===== src/rtl/bus_cycle_ctrl.sv =====
// Bus-cycle controller: terminates fast-region CPU cycles after programmable wait
// states, bridges other cycles to the motherboard on C7M, relays DTACK, times out with BERR.
module bus_cycle_ctrl #(
   parameter int NUM_REGIONS = 2,
   parameter int WS_WIDTH    = 3,
   parameter int SYNC_STAGES = 2,
   parameter int MB_TIMEOUT  = 1024
) (
   input  logic                            CLKCPU,
   input  logic                            RESET,
   input  logic                            C7M,
   input  logic                            AS_CPU_n,
   input  logic                            RW_n,
   input  logic                            BR_68SEC000_n,
   input  logic [NUM_REGIONS-1:0]          REGION_HIT,
   input  logic [NUM_REGIONS*WS_WIDTH-1:0] REGION_WS,
   input  logic                            DTACK_MB_n,
   output logic                            AS_MB_n,
   output logic                            DTACK_CPU_n,
   output logic                            BERR_n,
   output logic                            BUSY
);

   localparam int TO_W = (MB_TIMEOUT > 0) ? $clog2(MB_TIMEOUT + 1) : 1;
   localparam logic [TO_W-1:0] TO_LIMIT = TO_W'(MB_TIMEOUT);
   localparam logic [TO_W-1:0] TO_MAX   = {TO_W{1'b1}};
   localparam logic            TO_EN    = (MB_TIMEOUT != 0);

   typedef enum logic [2:0] {
      S_IDLE      = 3'd0,
      S_FAST      = 3'd1,
      S_MB_ARM    = 3'd2,
      S_MB_ASSERT = 3'd3,
      S_TERM      = 3'd4
   } state_t;

   state_t                  r_state;
   logic [WS_WIDTH-1:0]     r_ws_cnt;
   logic [TO_W-1:0]         r_to_cnt;
   logic                    r_as_mb_n;
   logic                    r_dtack_n;
   logic                    r_berr_n;
   logic [SYNC_STAGES-1:0]  r_c7m_sync;
   logic                    r_c7m_prev;
   logic [SYNC_STAGES-1:0]  r_dtack_sync;

   logic                    w_c7m_rise;
   logic                    w_dtack_mb_n;
   logic                    w_any_hit;
   logic [WS_WIDTH-1:0]     w_hit_ws;
   logic [TO_W-1:0]         w_to_next;
   logic                    w_unused;

   assign w_unused     = RW_n;
   assign w_c7m_rise   = r_c7m_sync[SYNC_STAGES-1] & ~r_c7m_prev;
   assign w_dtack_mb_n = r_dtack_sync[SYNC_STAGES-1];
   assign w_to_next    = (r_to_cnt == TO_MAX) ? r_to_cnt : r_to_cnt + TO_W'(1);

   assign AS_MB_n     = r_as_mb_n;
   assign DTACK_CPU_n = r_dtack_n;
   assign BERR_n      = r_berr_n;
   assign BUSY        = (r_state != S_IDLE);

   // Wait-state field of the lowest-index hit region (scan high to low so low wins)
   always_comb begin
      w_any_hit = |REGION_HIT;
      w_hit_ws  = '0;
      for (int i = NUM_REGIONS - 1; i >= 0; i--) begin
         w_hit_ws = REGION_HIT[i] ? REGION_WS[i*WS_WIDTH +: WS_WIDTH] : w_hit_ws;
      end
   end

   // Synchronisers for the asynchronous motherboard clock and DTACK
   always_ff @(posedge CLKCPU or posedge RESET) begin
      if (RESET) begin
         r_c7m_sync   <= '0;
         r_c7m_prev   <= 1'b0;
         r_dtack_sync <= '1;
      end else begin
         r_c7m_sync   <= {r_c7m_sync[SYNC_STAGES-2:0], C7M};
         r_c7m_prev   <= r_c7m_sync[SYNC_STAGES-1];
         r_dtack_sync <= {r_dtack_sync[SYNC_STAGES-2:0], DTACK_MB_n};
      end
   end

   // Cycle FSM with registered bus outputs
   always_ff @(posedge CLKCPU or posedge RESET) begin
      if (RESET) begin
         r_state   <= S_IDLE;
         r_ws_cnt  <= '0;
         r_to_cnt  <= '0;
         r_as_mb_n <= 1'b1;
         r_dtack_n <= 1'b1;
         r_berr_n  <= 1'b1;
      end else begin
         case (r_state)
            S_IDLE: begin
               r_as_mb_n <= 1'b1;
               r_dtack_n <= 1'b1;
               r_berr_n  <= 1'b1;
               if (!AS_CPU_n && BR_68SEC000_n) begin
                  if (w_any_hit) begin
                     r_state  <= S_FAST;
                     r_ws_cnt <= w_hit_ws;
                  end else begin
                     r_state <= S_MB_ARM;
                  end
               end else begin
                  r_state <= S_IDLE;
               end
            end
            S_FAST: begin
               if (AS_CPU_n) begin
                  r_state <= S_IDLE;
               end else if (r_ws_cnt == '0) begin
                  r_dtack_n <= 1'b0;
                  r_state   <= S_TERM;
               end else begin
                  r_ws_cnt <= r_ws_cnt - WS_WIDTH'(1);
               end
            end
            S_MB_ARM: begin
               if (AS_CPU_n) begin
                  r_state <= S_IDLE;
               end else if (w_c7m_rise) begin
                  r_as_mb_n <= 1'b0;
                  r_to_cnt  <= '0;
                  r_state   <= S_MB_ASSERT;
               end else begin
                  r_state <= S_MB_ARM;
               end
            end
            S_MB_ASSERT: begin
               if (AS_CPU_n) begin
                  r_as_mb_n <= 1'b1;
                  r_state   <= S_IDLE;
               end else if (w_c7m_rise) begin
                  // The arming edge resets the count; each later C7M rise adds one
                  r_to_cnt <= w_to_next;
                  if (!w_dtack_mb_n) begin
                     r_dtack_n <= 1'b0;
                     r_state   <= S_TERM;
                  end else if (TO_EN && (w_to_next == TO_LIMIT)) begin
                     r_berr_n <= 1'b0;
                     r_state  <= S_TERM;
                  end else begin
                     r_state <= S_MB_ASSERT;
                  end
               end else begin
                  r_state <= S_MB_ASSERT;
               end
            end
            S_TERM: begin
               if (AS_CPU_n) begin
                  r_as_mb_n <= 1'b1;
                  r_dtack_n <= 1'b1;
                  r_berr_n  <= 1'b1;
                  r_state   <= S_IDLE;
               end else begin
                  r_state <= S_TERM;
               end
            end
            default: begin
               r_as_mb_n <= 1'b1;
               r_dtack_n <= 1'b1;
               r_berr_n  <= 1'b1;
               r_state   <= S_IDLE;
            end
         endcase
      end
   end

endmodule


===== config.mk =====
export PLATFORM = sky130hd
export DESIGN_NAME = bus_cycle_ctrl
export DESIGN_NICKNAME = d
export VERILOG_FILES = /design/src/rtl/bus_cycle_ctrl.sv
export SDC_FILE = /design/constraint.sdc
export NUM_CORES = 1
export LEC_CHECK = 0
export CAP_MARGIN = 20
export CELL_PAD_IN_SITES_DETAIL_PLACEMENT = 0
export CELL_PAD_IN_SITES_GLOBAL_PLACEMENT = 1
export CORE_ASPECT_RATIO = 1.25
export CORE_MARGIN = 5
export CORE_UTILIZATION = 41
export DETAILED_ROUTE_END_ITERATION = 6
export PLACE_DENSITY_LB_ADDON = 0.1
export SKIP_CTS_REPAIR_TIMING = 1
export SLEW_MARGIN = 20
export SYNTH_ARGS = -nofsm -noshare
export SYNTH_HDL_FRONTEND = slang
export SYNTH_SLANG_ARGS = --single-unit

===== constraint.sdc =====
create_clock -name CLKCPU -period 2.55 [get_ports CLKCPU]
set_input_delay 0.51 -clock CLKCPU [delete_from_list [all_inputs] [get_ports CLKCPU]]
set_output_delay 0.51 -clock CLKCPU [all_outputs]
set_load 0.05 [all_outputs]

# Yosys cells after proc, flatten, opt, wreduce, memory -nomap -nowiden
# Index checks and enable logic that the tools add are counted.
dict set report totals {
  elab_cells 92
  ff_bits 25
  inputBits 15
  output_inout_bits 4
}
dict set report op_classes {
  n_mux 40
  addsub 2
  n_bitwise 5
  n_eq_ne 21
  n_reduce_logical 15
}
# operator count
set ops {}
lappend ops {{two-way mux 11 bit} 5}
lappend ops {{two-way mux 3 bit} 14}
lappend ops {{!= test 2 bit (second input constant)} 13}
lappend ops {{equality test 11 bit (second input constant)} 2}
lappend ops {{case mux 11 bit (2 select lines)} 1}
lappend ops {{case mux 3 bit (5 select lines)} 1}
lappend ops {{two-way mux 1 bit} 13}
lappend ops {{adder 11 x 1 -> 11 bit (second input constant)} 1}
lappend ops {{AND reduction 5 bit} 2}
lappend ops {{AND reduction 7 bit} 1}
lappend ops {{equality test 3 x 2 -> 1 bit (second input constant)} 2}
lappend ops {{logical NOT 3 bit} 2}
lappend ops {{case mux 1 bit (3 select lines)} 2}
lappend ops {{case mux 3 bit (2 select lines)} 1}
lappend ops {{AND reduction 6 bit} 1}
lappend ops {{OR reduction 2 bit} 3}
lappend ops {{two-way mux 2 bit} 2}
lappend ops {{NOT 1 bit} 4}
lappend ops {{case mux 1 bit (4 select lines)} 1}
lappend ops {{AND reduction 4 bit} 1}
lappend ops {{nonzero test 2 bit} 2}
lappend ops {{equality test 3 x 1 -> 1 bit (second input constant)} 1}
lappend ops {{equality test 3 bit (second input constant)} 1}
lappend ops {{!= test 3 bit (second input constant)} 1}
lappend ops {{6 further kinds} 6}

# Depth between registers and ports, before layout
# Gate-level depths: netlist (run 1).
dict set report depth {
  word_depth 8
  ltp_mapped 8
  depth_no_buf 7
}

# Worst setup path after synthesis (run 1)
# OpenSTA, ideal clock, no wires.
dict set report synth_path {
  path_kind {register to register}
  startpoint {register r_to_cnt[0]}
  endpoint {register r_state[1]}
  required_ps 2416
  setup_slack_ps 730
  n_path_buf 0
  arrival_ps 1686
  path_stages_with_launch 8
  synth_period_minus_slack_ps 1820
  setup_ps 134
  path_cell_list {dfrtp_1 -> ha_1 -> nand2_1 -> nor3_1 -> mux2i_1 -> nand4_1 -> o31ai_2 -> o41ai_1}
}
dict set report synth_via {
  elab_chain_len 8
  elab_cells_between_ends 9
  cone_classes {add/sub: 1; eq/ne: 2; mux: 6}
}
# element line_no
set synth_rtl {}
lappend synth_rtl {{from (decl)} 39} ;# logic [TO_W-1:0] r_to_cnt;
lappend synth_rtl {{from (signal assigned)} 139} ;# r_to_cnt <= w_to_next;
lappend synth_rtl {{adder 11 x 1 -> 11 bit / equality test 11 bit (equally long branches)} 57} ;# assign w_to_next = (r_to_cnt == TO_MAX) ? r_to_cnt : r_to_cnt + TO_W'(1);
lappend synth_rtl {{two-way mux 11 bit (*)} 57}
lappend synth_rtl {{equality test 11 bit (*)} 143} ;# end else if (TO_EN && (w_to_next == TO_LIMIT)) begin
lappend synth_rtl {{two-way mux 3 bit (*)} 143}
lappend synth_rtl {{two-way mux 3 bit (*)} 140} ;# if (!w_dtack_mb_n) begin
lappend synth_rtl {{two-way mux 3 bit (*)} 137} ;# end else if (w_c7m_rise) begin
lappend synth_rtl {{two-way mux 3 bit (*)} 134} ;# if (AS_CPU_n) begin
lappend synth_rtl {{case mux 3 bit (5 select lines) (*)} 96} ;# case (r_state)
lappend synth_rtl {{to (signal assigned)} 136} ;# r_state <= S_IDLE;
lappend synth_rtl {{to (signal assigned)} 142} ;# r_state <= S_TERM;
lappend synth_rtl {{to (signal assigned)} 145} ;# r_state <= S_TERM;
lappend synth_rtl {{to (decl)} 37} ;# state_t r_state;
# Mark *: on every way between the ends. The rest lies on a longest branch, timed or not.
# A chain may end at the register's enable or synchronous reset.

# Final worst setup path (run 1)
dict set report layout_path {
  startpoint {register r_state[2]}
  endpoint {output BUSY}
}
dict set report layout_via {
  elab_chain_len 1
}
# element line_no
set layout_rtl {}
lappend layout_rtl {{from (signal assigned)} 89} ;# r_state <= S_IDLE;
lappend layout_rtl {{from (signal assigned)} 103} ;# r_state <= S_FAST;
lappend layout_rtl {{from (signal assigned)} 106} ;# r_state <= S_MB_ARM;
lappend layout_rtl {{nonzero test 3 bit} 62} ;# assign BUSY = (r_state != S_IDLE);
lappend layout_rtl {{to (decl)} 21} ;# output logic BUSY
# Every way passes these cells.

==> summary.md, run 1 <==
| Metric | Value |
|---|---|
| Outcome | complete, no violations |
| Antenna fix cells | 0 |
| Area growth, synth to finish | 17.4% |
| Hold endpoint | r_c7m_sync[1] |
| Synth cell count leaders | nor2_1 (23), nand2_1 (22), dfrtp_1 (20) |
| Dominant combinational cell family by area after synthesis | simple AND/OR/NAND/NOR gates |
| Total clock buffers created by CTS | 3 |
| Final Hold Violating Endpoints | 0 |
| TritonRoute pass-1 iters | 4 |
| Most common flop cell mapped by yosys | dfrtp_1 |
| Cells taking the most area after synthesis | dfrtp_1 (31%), dfstp_2 (8.2%), a21oi_1 (5.6%) |
| Proportion of synthesized flip-flops having asynchronous set or reset | between 90% and 100% |
| # nets final | around 230 |
| Clock transition at the registers of the reported paths | about 0.09 ns |
| Dominant delay contributor by cell family on the critical path | buffers and inverters |
| Data required time at the worst endpoint | around 2.0 ns |
| First-iteration detailed-routing DRC count | 63 |
| Dpl hpwl | 2.88 mm |
| Initial cell density of the core | about 43% |
| Standard cell core area | between 3000 and 4000 sq um |
| Count of different cell masters after synthesis | 50 |
| Die Width | 66.1 microns |
| Critical hold path startpoint | r_c7m_sync[0] |
| Antenna violations before repair | 0 |
| Via count of the first global-routing pass | roughly 1400 |
| Sequential-to-total area share from yosys stat | 39.2% |
| Clk sinks | 25 |
| Relative slew slack | between 50% and 60% |
| Crit path launch type | register |
| Adder and majority gate portion of the synthesized area | 2.33% |
| Final worst clock skew | 0.00177 ns |
| Port Buf Inserts | 17 |
| Final cycle utilization of the critical path | 87.2% |
| Post-synthesis compound-gate area fraction | 22.8% |
| Global-route track usage on met2 | between 20% and 30% |
| Htree depth | 1 |
| Library cell occupying the most area in the post-synthesis netlist | dfrtp_1 |
| # Max-Cap Violations | 0 |
| Area share of and/or/nand/nor cells after synthesis | ~26% |
| Cell count after synthesis | around 190 |
| Global-route wire length before repair | between 6 and 7 mm |
| Maximum count of clock buffers along a single path | 2 |
| Dpl cells | between 200 and 300 |
| Cell chosen for the clock root | clkbuf_8 |
| Number of enable-type register cells in the synthesized netlist | 0 |
| Overall routing resource usage | about 16% |
| Setup TNS | 0 ns |
| Maximum ir drop on the vdd rail | approximately 0.00023 V |
| Grt ovf | 0 |
| Number of buffers and inverters on the critical path | 1 |
| Max-slew violation total from the final report | 0 |
| Clock tree from TritonCTS | built |
| Cell with the most instances after synthesis | nor2_1 |
| Setup slack after layout | between 0.3 and 0.4 ns |
| Number of synthesis warnings | 0 |
| Insertion delay to the later sink of the worst-skew pair | about 0.27 ns |
| Share of synthesized area spent on multiplexers | under 10% |
| Power density relative to cell area | 575 nW/um^2 |
| Fmax | ~450 MHz |
| R2R setup slack | 0.38 ns |
| Cell count of the worst reg-to-reg path | 7 |
| Synthesized cell area | 1610 sq um |
| Critical Path, Cell by Cell | or3_1 > clkdlybuf4s50_1 |
| Die boundary height | 80.1 microns |
| Met1 GRT Util | about a fifth |
| Top fanout value on the critical path | 2 |
| Met3 Usage GRT | between 2 and 3% |
| Startpoint of the worst register-to-register path | r_to_cnt[0] |
| Share of cells above drive strength 1 | between 10 and 15% |
| Average instance area after synthesis | between 8 and 9 sq um |
| Maximum cell stage delay along the critical path | around 0.7 ns |
| Critical setup path kind | reg2out |
| Worst reg2reg endpoint | r_state[0] |
| Mapped Nets | 209 |
| Vias per std cell | 5.29 |
| Worst Setup End Kind | output pin |
| Actual transition at the worst max-transition pin | around 0.62 ns |
| XOR/XNOR Fraction of Synth Area | 2.17% |
| Count of nets left with antenna violations after detail routing | 0 |
| Most crowded layer after global routing | met2 |
| Total die area | 5290 sq um |
| Placement row count | 25 |
| Slowest cell on the critical path | clkdlybuf4s50_1 |
| Minimum period implied by the final worst setup slack | between 2 and 2.5 ns |
| Count of boundary I/O pins | 19 |
| Drc violations | 0 |
| Routability cong. | between 0.8 and 0.9 |
| Unrepaired setup endpoints after global routing | false |
| Levels on crit path | 2 |
| Leakage power summed over all cells | 0.752 nW |
| WL/cell | 14.1 microns |
| Hold depth | 0 |
| Overall via count from detail_route | 1391 |
| Largest net degree at the start of global routing | 17 |
| Synthesis-stage register bit count | 25 |
| Share of Yosys cell area claimed by the top area cell type | 31.1% |
| Routed wire length | about 3.7 mm |
| Worst hold path type | reg2reg |
| Non-filler instance count after layout | between 200 and 300 |
| Count of final setup violators | 0 |
| Data arrival time of the worst path | between 1.5 and 2 ns |
| Pre-CTS setup slack | about 0.17 ns |
routing by layer:
metal | up-vias | wire length (microns)
met5 | - | 0
met4 | 0 | 62
met3 | 7 | 84
met2 | 18 | 1940
met1 | 650 | 1630
li1 | 716 | -
report_power, final:
| group | leakage [nW] | switching (W) | internal, W |
|---|---|---|---|
| combinational | 0.410 | 0.000212 | 0.000156 |
| clock | 0.0217 | 0.000129 | 0.000111 |
| sequential | 0.320 | 0.0000311 | 0.000450 |
sequential cells by signal, indices dropped and copies added, names as in the netlist:
signal	cells
r_to_cnt	11
r_state	3
r_ws_cnt	3
r_c7m_sync	2
r_dtack_sync	2
AS_MB_n	1
BERR_n	1
DTACK_CPU_n	1
r_c7m_prev	1
per-stage QoR:
step / total power [W] / utilization [%] / hold WS [ns] / cell area, sq um
3_5_place_dp: 0.000859 / 48.7 / 0.339 / 1840
5_1_grt: 0.00117 / 50.0 / 0.369 / 1890
2_1_floorplan: 0.000749 / - / 0.331 / 1610
4_1_cts: 0.00111 / 50.0 / 0.362 / 1890
6_report: 0.00109 / 50.0 / 0.359 / 1890
3_3_place_gp: 0.000853 / 48.7 / 0.332 / 1840
layout by cell type (no fill, tap or decap), drive strengths merged, types with 2 or more instances in the layout:
master / count
clkbuf: 3
nand2b: 2
a31oi: 2
clkdlybuf4s50: 17
ha: 3
a21oi: 18
o22ai: 2
nor3: 8
a22o: 5
or3: 2
nor2: 23
nand2: 22
nor2b: 2
mux2: 3
nand3: 6
dfrtp: 20
xnor2: 3
o21ai: 16
nand4: 2
inv: 5
and3: 4
nor3b: 3
buf: 7
dfstp: 5
and2: 3
or2b: 2
o31ai: 3
cell families after synthesis:
family	after synthesis
multiplexers	4
flip-flops	25
adder cells (fa/ha/maj)	3
AO/OA/AOI/OAI	57
AND/OR/NAND/NOR	83
buffers and inverters	15
XOR/XNOR	4
worst max-delay path by stage:
| stage | end | slack, ns | startpoint |
|---|---|---|---|
| after floorplan | r_state[1] | 0.73 | r_to_cnt[0] |
| after global placement | r_ws_cnt[0] | 0.21 | REGION_HIT[0] |
| after detailed placement | r_ws_cnt[0] | 0.17 | REGION_HIT[0] |
| after CTS | BUSY | 0.31 | r_state[2] |
| after global routing | r_state[0] | 0.12 | r_to_cnt[0] |
| final | BUSY | 0.33 | r_state[2] |
area by class of cell:
type                       count  area (sq um)
timing repair buffer          24           223
inverter                       5          18.8
clock buffer                   3          41.3
multi-input combinational    151           902
sequential                    25           632
tap                           54          67.6
fill                         379          1890
clock inverter                 1          7.51
(Power assumes the default switching activity.)
==> inputs of run 2 (changes only) <==
--- a/config.mk
+++ b/config.mk
@@ -12,6 +12,7 @@
 export CORE_MARGIN = 5
 export CORE_UTILIZATION = 41
 export DETAILED_ROUTE_END_ITERATION = 6
+export GPL_ROUTABILITY_DRIVEN = 0
 export PLACE_DENSITY_LB_ADDON = 0.1
 export SKIP_CTS_REPAIR_TIMING = 1
 export SLEW_MARGIN = 20
==> results of run 2 <==
Same layout as run 1: the final DEF is identical, and so are final timing and power.
